File: src/rtl/path_delay_meter.sv
// Spy-path delay meter: launches alternating transitions into a delay chain and
// counts synchronised arrival cycles, accumulating sum/min/max over a run of trials.
module path_delay_meter #(
    parameter int CNT_W      = 12,
    parameter int ACC_W      = 20,
    parameter int TIMEOUT    = 4000,
    parameter int SETTLE_CYC = 4,
    parameter int INVERT     = 0
) (
    input  logic             clk,
    input  logic             rst_n,
    input  logic             start,
    input  logic [7:0]       num_trials,
    output logic             path_launch,
    input  logic             path_capture,
    output logic             busy,
    output logic             result_valid,
    input  logic             result_ready,
    output logic [ACC_W-1:0] delay_sum,
    output logic [CNT_W-1:0] delay_min,
    output logic [CNT_W-1:0] delay_max,
    output logic             timeout_err
);

    localparam int   STB_W   = $clog2(SETTLE_CYC + 1);
    localparam logic INV_BIT = (INVERT != 0);

    typedef enum logic [2:0] {IDLE, SETTLE, LAUNCH, MEASURE, RECORD, DONE} state_t;

    state_t           state_q, state_d;
    logic             sync1_q, sync2_q;
    logic             launch_q, launch_d;
    logic [CNT_W-1:0] cnt_q, cnt_d;
    logic [STB_W-1:0] stable_q, stable_d;
    logic [7:0]       trials_q, trials_d;
    logic [ACC_W-1:0] sum_q, sum_d;
    logic [CNT_W-1:0] min_q, min_d, max_q, max_d;
    logic             terr_q, terr_d;
    logic             busy_q, busy_d;
    logic             valid_q, valid_d;
    logic [ACC_W-1:0] outSum_q, outSum_d;
    logic [CNT_W-1:0] outMin_q, outMin_d, outMax_q, outMax_d;
    logic             expLevel, match;

    // Chain output is asynchronous to clk; its 2-cycle latency is part of every count.
    always_ff @(posedge clk or negedge rst_n) begin
        if (!rst_n) begin
            sync1_q <= 1'b0;
            sync2_q <= 1'b0;
        end else begin
            sync1_q <= path_capture;
            sync2_q <= sync1_q;
        end
    end

    always_ff @(posedge clk or negedge rst_n) begin
        if (!rst_n) begin
            state_q  <= IDLE;
            launch_q <= 1'b0;
            cnt_q    <= '0;
            stable_q <= '0;
            trials_q <= '0;
            sum_q    <= '0;
            min_q    <= '1;
            max_q    <= '0;
            terr_q   <= 1'b0;
            busy_q   <= 1'b0;
            valid_q  <= 1'b0;
            outSum_q <= '0;
            outMin_q <= '0;
            outMax_q <= '0;
        end else begin
            state_q  <= state_d;
            launch_q <= launch_d;
            cnt_q    <= cnt_d;
            stable_q <= stable_d;
            trials_q <= trials_d;
            sum_q    <= sum_d;
            min_q    <= min_d;
            max_q    <= max_d;
            terr_q   <= terr_d;
            busy_q   <= busy_d;
            valid_q  <= valid_d;
            outSum_q <= outSum_d;
            outMin_q <= outMin_d;
            outMax_q <= outMax_d;
        end
    end

    assign expLevel = launch_q ^ INV_BIT;
    assign match    = (sync2_q == expLevel);

    always_comb begin
        state_d  = state_q;
        launch_d = launch_q;
        cnt_d    = cnt_q;
        stable_d = stable_q;
        trials_d = trials_q;
        sum_d    = sum_q;
        min_d    = min_q;
        max_d    = max_q;
        terr_d   = terr_q;
        busy_d   = busy_q;
        valid_d  = valid_q;
        outSum_d = outSum_q;
        outMin_d = outMin_q;
        outMax_d = outMax_q;

        case (state_q)
            IDLE: begin
                if (start) begin
                    trials_d = (num_trials == 8'd0) ? 8'd1 : num_trials;
                    sum_d    = '0;
                    min_d    = '1;
                    max_d    = '0;
                    terr_d   = 1'b0;
                    busy_d   = 1'b1;
                    cnt_d    = '0;
                    stable_d = '0;
                    state_d  = SETTLE;
                end
            end
            // cnt_q doubles as the settle watchdog so a stuck chain cannot hang the run.
            SETTLE: begin
                stable_d = match ? stable_q + STB_W'(1) : '0;
                if (match && stable_q == STB_W'(SETTLE_CYC - 1)) begin
                    state_d = LAUNCH;
                end else if (cnt_q == CNT_W'(TIMEOUT - 1)) begin
                    terr_d  = 1'b1;
                    state_d = DONE;
                end else begin
                    cnt_d = cnt_q + CNT_W'(1);
                end
            end
            LAUNCH: begin
                launch_d = ~launch_q;
                cnt_d    = '0;
                state_d  = MEASURE;
            end
            MEASURE: begin
                if (match) begin
                    state_d = RECORD;
                end else if (cnt_q == CNT_W'(TIMEOUT - 1)) begin
                    cnt_d   = CNT_W'(TIMEOUT);
                    terr_d  = 1'b1;
                    state_d = RECORD;
                end else begin
                    cnt_d = cnt_q + CNT_W'(1);
                end
            end
            RECORD: begin
                sum_d    = sum_q + ACC_W'(cnt_q);
                min_d    = (cnt_q < min_q) ? cnt_q : min_q;
                max_d    = (cnt_q > max_q) ? cnt_q : max_q;
                trials_d = trials_q - 8'd1;
                if (trials_q == 8'd1) begin
                    state_d = DONE;
                end else begin
                    cnt_d    = '0;
                    stable_d = '0;
                    state_d  = SETTLE;
                end
            end
            DONE: begin
                if (valid_q && result_ready) begin
                    valid_d = 1'b0;
                    busy_d  = 1'b0;
                    state_d = IDLE;
                end
            end
            default: state_d = IDLE;
        endcase

        // Results are published once, on entry to DONE, and then held.
        if (state_d == DONE && state_q != DONE) begin
            valid_d  = 1'b1;
            outSum_d = sum_d;
            outMin_d = min_d;
            outMax_d = max_d;
        end
    end

    assign path_launch  = launch_q;
    assign busy         = busy_q;
    assign result_valid = valid_q;
    assign delay_sum    = outSum_q;
    assign delay_min    = outMin_q;
    assign delay_max    = outMax_q;
    assign timeout_err  = terr_q;

endmodule

File: config.mk
export PLATFORM = sky130hd
export DESIGN_NAME = path_delay_meter
export DESIGN_NICKNAME = d
export VERILOG_FILES = /design/src/rtl/path_delay_meter.sv
export SDC_FILE = /design/constraint.sdc
export NUM_CORES = 1
export LEC_CHECK = 0
export ABC_AREA = 1
export ABC_CLOCK_PERIOD_IN_PS = 1800
export CAP_MARGIN = 15
export CORE_ASPECT_RATIO = 1.75
export CORE_MARGIN = 2
export CORE_UTILIZATION = 50
export CTS_CLUSTER_SIZE = 20
export DETAILED_ROUTE_END_ITERATION = 10
export PLACE_DENSITY = 0.73
export SYNTH_ARGS = -nofsm -noshare
export SYNTH_HDL_FRONTEND = slang
export SYNTH_SLANG_ARGS = --single-unit
File: constraint.sdc
create_clock -name clk -period 1.8 [get_ports clk]
set_input_delay 0.36 -clock clk [delete_from_list [all_inputs] [get_ports clk]]
set_output_delay 0.36 -clock clk [all_outputs]
set_load 0.005 [all_outputs]
==> impl_metrics.ini, run 1 <==
[global_routing]
grt_pass1_wl_microns = 35800
first_global_vias = 7546
grt_max_degree = 78
antenna_found_initial = 0
globalRouteTotalUtil_pct = 30.5
grt_overflow = 0

[drt]
vias_per_cell = 6.07
dr.pass1.iters = 6
ant_nets = 0
wl_per_cell_microns = 22.0
drt-total-wl_microns = 29500
drt_iter0_drc = 838
vias = 8140
drc_errors = 0

[synthesis]
synth.area.mux_share_pct = 0.284
yosys_warnings = 0
netlist_instances = 945
synth_area_leaders = dfrtp_1, nand2_1, ha_1
yosys.area_share.simple_pct = 34.1
synth_cell_types = 46
synth_top_family_by_area = simple AND/OR/NAND/NOR gates
synth_fa_ha_area_share_pct = 7.39
synthesis.area_sq_mm = 0.00704
yosysTopAreaCell = dfrtp_1
synth_compound_gate_area_share_pct = 6.24
netlist_top_cells_count = nand2_1, dfrtp_1, inv_1, nand3_1, nor2_1
synth_top_area_share_pct = 38.4
synth_most_common_cell = nand2_1
synthFlopType = dfrtp_1
syn_avg_cell_area_sq_um = 7.45
ys_ff_latch = 120
ys_async_sr_fraction_pct = 100
synth-edff-count = 0
synth-seq-area-share_pct = 42.9
synth_nets = 999
synth_xor_area_share_pct = 1.24

[critical_path]
cp_max_fo = 6
worst_path_max_delay_cell = o31ai_1
crit_required_ps = 2040
crit_chain = ha_2, nand2_4, nor2_4, nand3_4, nor2_1, nor2_1, nand2_2, buf_4, o31ai_1
crit_start = cnt_q[1]
crit_top_cell = nor2_1
r2r_end = cnt_q[5]
r2r_cells = 9
reg2reg_slack_ps = -510
crit_type = reg -> reg
reg2reg_from = cnt_q[1]
critical_path.max_stage_delay_ps = 500
cp.arrival_ps = 2550
end_kind = register
start_kind = register

[timing]
post-route-period-util_pct = 128
rsz0062_at_grt = yes
setup_viol = 98
fin_ws_ps = -507
slew_headroom_pct = 59.8
min_period_ps = 2310
skew_ps = 18.0
worst_pin_slew_ps = 597
hold_violations = 0
max_freq_mhz = 434
slew_violations = 0

[placement]
dp_slack_ps = -281
place_area_sq_mm = 0.00874
post-dp-hpwl_microns = 14000
io_buffers = 60
place.gp.congestion = 0.891

[clock_network]
clk_latency_ps = 430
htreeDepth = 4
clk_path_buf_depth = 2
clk_pin_slew_worst_paths_ps = 60
cts_tree = yes
clock-root-buffer = clkbuf_16
cts_made_buffers = 17
cts_num_sinks = 120

[hold_path]
min_path_cells = 0
whs_endpoint = sync2_q
min_from = sync1_q
min_path_type = reg -> reg

[layout]
drive_gt1_share_pct = 39.6
area_growth_pct = 57.0
diodes = 0
nNetsFinal = 1204
fin_area_sq_mm = 0.0111

[run]
drv_cap = 0

[outcome]
status = finished with violations
violations = setup timing

[power]
vdd_ir_drop_max_mv = 0.903
p_per_area_mw_per_mm2 = 569
power_mw = 6.29
p_leak_nw = 5.34

[floorplanning]
die_x_microns = 93.7
core_area_sq_mm = 0.0138
rows = 57
fp.dieH_microns = 161
initial_core_util_pct = 50.9
ios = 61
fp.dieArea_sq_mm = 0.0151
## metal layers
metal	global-route usage (%)	wire length, microns	vias up	part of all wire [%]
met1	31.1	9460	3824	32
met3	5.21	2420	257	8.2
met5	0	0	-	0
li1	-	-	3412	-
met4	21.8	2710	0	9.2
met2	54.4	14900	647	50
## worst max-delay path by stage
stage                     to  slack [ps]  cells after the start
6_report            cnt_q[5]        -510                      9
5_1_grt        delay_sum[18]        -560                     13
4_1_cts            sum_q[14]        -150                     14
3_5_place_dp   delay_sum[11]        -280                     12
3_3_place_gp   delay_sum[11]        -260                     11
2_1_floorplan   delay_min[4]         -30                     13
## layout by cell type (no fill, tap or decap), types with 14 or more instances in the layout
cell type,n
a21oi_1,14
buf_12,14
buf_4,106
buf_6,23
clkbuf_16,20
clkdlybuf4s50_1,59
dfrtp_1,98
ha_1,16
ha_4,22
inv_1,94
inv_2,17
nand2_1,266
nand2_2,83
nand2_4,24
nand3_1,38
nand3_2,41
nor2_1,33
o21ai_0,14
## area by class of cell
cell class / count / area [sq um]
clock inverter: 7 / 95.1
multi-input combinational: 688 / 4710
clock buffer: 25 / 495
fill: 750 / 2780
tap: 177 / 221
inverter: 113 / 430
sequential: 120 / 3030
timing repair buffer: 210 / 2070
## report_power, final
group / internal, mW / switching, mW / total (mW)
sequential: 2.71 / 0.00410 / 2.71
combinational: 0.0408 / 0.0734 / 0.114
clock: 2.18 / 1.29 / 3.47
## critical path: cells and delay by family, from the launching register on
family | cells | cell delay (ps)
AND/OR/NAND/NOR | 6 | 740
AO/OA/AOI/OAI | 1 | 500
flip-flops | 1 | 440
buffers and inverters | 1 | 190
adder cells (fa/ha/maj) | 1 | 240
## sequential cells by signal (all words and copies together) (netlist names)
| register | count |
|---|---|
| stable_q | 3 |
| sync2_q | 1 |
| result_valid | 1 |
| delay_max | 12 |
| delay_min | 12 |
| sync1_q | 1 |
| cnt_q | 12 |
| delay_sum | 20 |
| state_q | 3 |
| min_q | 12 |
| timeout_err | 1 |
| sum_q | 20 |
| max_q | 12 |
| path_launch | 1 |
| busy | 1 |
| trials_q | 8 |
## through the flow
| step | TNS (ps) | utilization (%) | cells | hold WS (ps) |
|---|---|---|---|---|
| floorplan | -361 | - | 945 | 64.4 |
| global placement | -10990 | 63.2 | 1273 | 335 |
| detailed placement | -12730 | 63.2 | 1273 | 346 |
| CTS | -5530 | 72.9 | 1325 | 359 |
| global route | -29190 | 79.9 | 1340 | 367 |
| finish | -22650 | 79.9 | 1340 | 354 |
## logic make-up after synthesis
family | Yosys count
simple gates | 558
buf+inv | 137
flops | 120
compound gates | 77
fa+ha+maj | 41
xor+xnor | 10
mux | 2
## timing repair
item	CTS	global route
buffers inserted	19	13
setup endpoints to repair	97	105
hold endpoints to repair	43	0
pin swaps	37	66
hold buffers	1	0
gates resized for setup	135	203
cloned	0	3
Power figures use the tool's default switching activity.
==> run 2: changes to the inputs <==
CORE_UTILIZATION = 33   (was 50)
GPL_ROUTABILITY_DRIVEN = 0   (was not set)
PLACE_DENSITY = not set   (was 0.73)
SLEW_MARGIN = 20   (was not set)
==> run 2 against run 1 <==
Net effect: the flow still finishes with violations (setup timing); cell count grew 6.0%; combinational power barely moved; global-route usage is 10 points lower; clock-buffer cell count fell by 5; final area down 1.8%; clock skew fell by 8.2 ps; die area is 50% higher; clock power is 11% higher; maximum frequency grew 14%; worst hold slack got worse by 22 ps; core utilization decreased by 28 points; critical path depth rose by 3; critical endpoint is now delay_max[9]; largest power group unchanged; highest routed layer unchanged.
==> impl_metrics.ini, run 2 (synthesis results as in run 1) <==
[critical_path]
crit_type = reg -> reg
start_kind = register
worst_path_max_delay_cell = dfrtp_2
critPathBufInv = 3
critical_path.max_stage_delay_ps = 470
crit_family = simple AND/OR/NAND/NOR gates
end_kind = register
cp.arrival_ps = 2380
crit_required_ps = 2160
crit_chain = buf_6, nor3_4, nand3_4, nor2_4, nor2_2, nand2_4, nand2_4, nor2_8, buf_12, clkbuf_16, nand2_1, nand2_1
cp_max_fo = 5

[timing]
slew_violations = 0
skew_ps = 9.80
hold_violations = 0
rsz0062_at_grt = yes
worst_pin_slew_ps = 421
slew_headroom_pct = 71.9
fin_ws_ps = -218
whs_ps = 332
post-route-period-util_pct = 112
max_freq_mhz = 496
setup_viol = 75
min_period_ps = 2020

[clock_network]
cts_made_buffers = 17
clk_path_buf_depth = 2
cts_tree = yes
clk_latency_ps = 430
clock-root-buffer = clkbuf_16
htreeDepth = 4
cts_num_sinks = 120
clk_pin_slew_worst_paths_ps = 60

[layout]
multi_input_area_sq_mm = 0.00431
drive_gt1_share_pct = 34.5
fillCellCount = 1896
diodes = 0
area_growth_pct = 54.1
final_cell_mix = nand2_1, buf_4, dfrtp_1
nNetsFinal = 1209
regArea_sq_mm = 0.00303
stdcell_count = 1420
fin_area_sq_mm = 0.0109
mostFrequentLayoutCell = nand2_1

[run]
drv_cap = 0

[power]
p_clk_share_pct = 57.8
p_seq_share_pct = 40.5
p_per_area_mw_per_mm2 = 616
p_int_mw = 5.31
pwr-share-comb_pct = 1.7
p_leak_nw = 5.30
p_sw_mw = 1.38
p_sw_share_pct = 20.6
vdd_ir_drop_max_mv = 0.549
power_mw = 6.68

[drt]
vias = 7024
drt-total-wl_microns = 22800
vias_per_cell = 4.95
wl_per_cell_microns = 16.0
dr.pass1.iters = 4
drc_errors = 0
ant_nets = 0
drt_iter0_drc = 272

[global_routing]
grt_overflow = 0
grt_max_degree = 59
antenna_found_initial = 0
grt_use_met2_pct = 39.4
grtUsageMet1_pct = 19.6
grt_pass1_wl_microns = 35400
gr-max-usage-layer = met2
globalRouteTotalUtil_pct = 20.2
first_global_vias = 7336
met3_usage_pct = 3.16

[placement]
dp_slack_ps = -316
numPlacedInstances = 1356
post-dp-hpwl_microns = 16100
place_area_sq_mm = 0.00890
io_buffers = 60

[hold_path]
min_path_type = in -> async

[outcome]
status = finished with violations
violations = setup timing

[floorplanning]
fp.dieArea_sq_mm = 0.0226
ios = 61
fp.dieH_microns = 197
die_x_microns = 114
initial_core_util_pct = 33.6
rows = 70
core_area_sq_mm = 0.0209
==> run 2: cell count changes in the layout (fill, tap and decap cells not counted), sizes merged <==
| cell | change |
|---|---|
| buf | +6 |
| bufinv | +3 |
| clkbuf | -6 |
| clkdlybuf4s50 | -1 |
| clkinv | +3 |
| dlymetal6s2s | +1 |
| inv | -1 |
==> run 2: layout make-up <==
cell class                      instances  share of cell area (%)
Inverter                              113                    4.02
Sequential cell                       120                    27.9
Tap cell                              252                    2.91
Multi-Input combinational cell        688                    39.7
Clock buffer                           20                    4.30
Timing Repair Buffer                  215                    19.3
Clock inverter                         12                    1.81
==> run 2: power groups by stage <==
stage          Sequential (mW)  Combinational (mW)  Clock, mW
3_3_place_gp              2.76               0.113          0
3_5_place_dp              2.76               0.116          0
2_1_floorplan             2.76              0.0107          0
6_report                  2.71               0.112       3.86
5_1_grt                   2.71               0.126       4.03
4_1_cts                   2.71               0.116       3.90
==> run 2: path summary, 6_finish.rpt <==
| kind | startpoint | endpoint | slack, ps | depth (start not counted) |
|---|---|---|---|---|
| max | cnt_q[6] | delay_max[9] | -220 | 12 |
| min | rst_n | timeout_err | 330 | 2 |
| max reg2reg | cnt_q[6] | delay_max[9] | -220 | 12 |
| min reg2reg | sync1_q | sync2_q | 350 | 0 |
| max in group asynchronous | rst_n | min_q[8] | 810 | 3 |
| min in group clk | sync1_q | sync2_q | 350 | 0 |
==> run 2: what timing repair did <==
action / CTS / global route
setup endpoints to repair: 97 / 102
cloned: 1 / 3
resized for setup: 125 / 109
hold endpoints to repair: 12 / 0
hold buffers: 1 / 0
buffers inserted: 18 / 10
pin swaps: 47 / 61
==> run 2: per-stage QoR <==
stage / setup TNS, ps / util (%)
final: -9250 / 51.8
after global routing: -18480 / 51.8
after CTS: -6550 / 49.2
after detailed placement: -17310 / 42.5
after global placement: -15570 / 42.5
after floorplan: -361 / -
==> run 2: worst reg2reg max path, delay by kind of cell (launching register included) <==
kind / cells / cell delay, ps
DFF: 1 / 470
buffers and inverters: 3 / 450
and+or+nand+nor: 9 / 1050
==> run 2: routing by layer <==
layer	vias up	part of all wire (%)
li1	3445	-
met1	3394	36
met2	127	57
met3	58	2.0
met4	0	4.2
met5	-	0
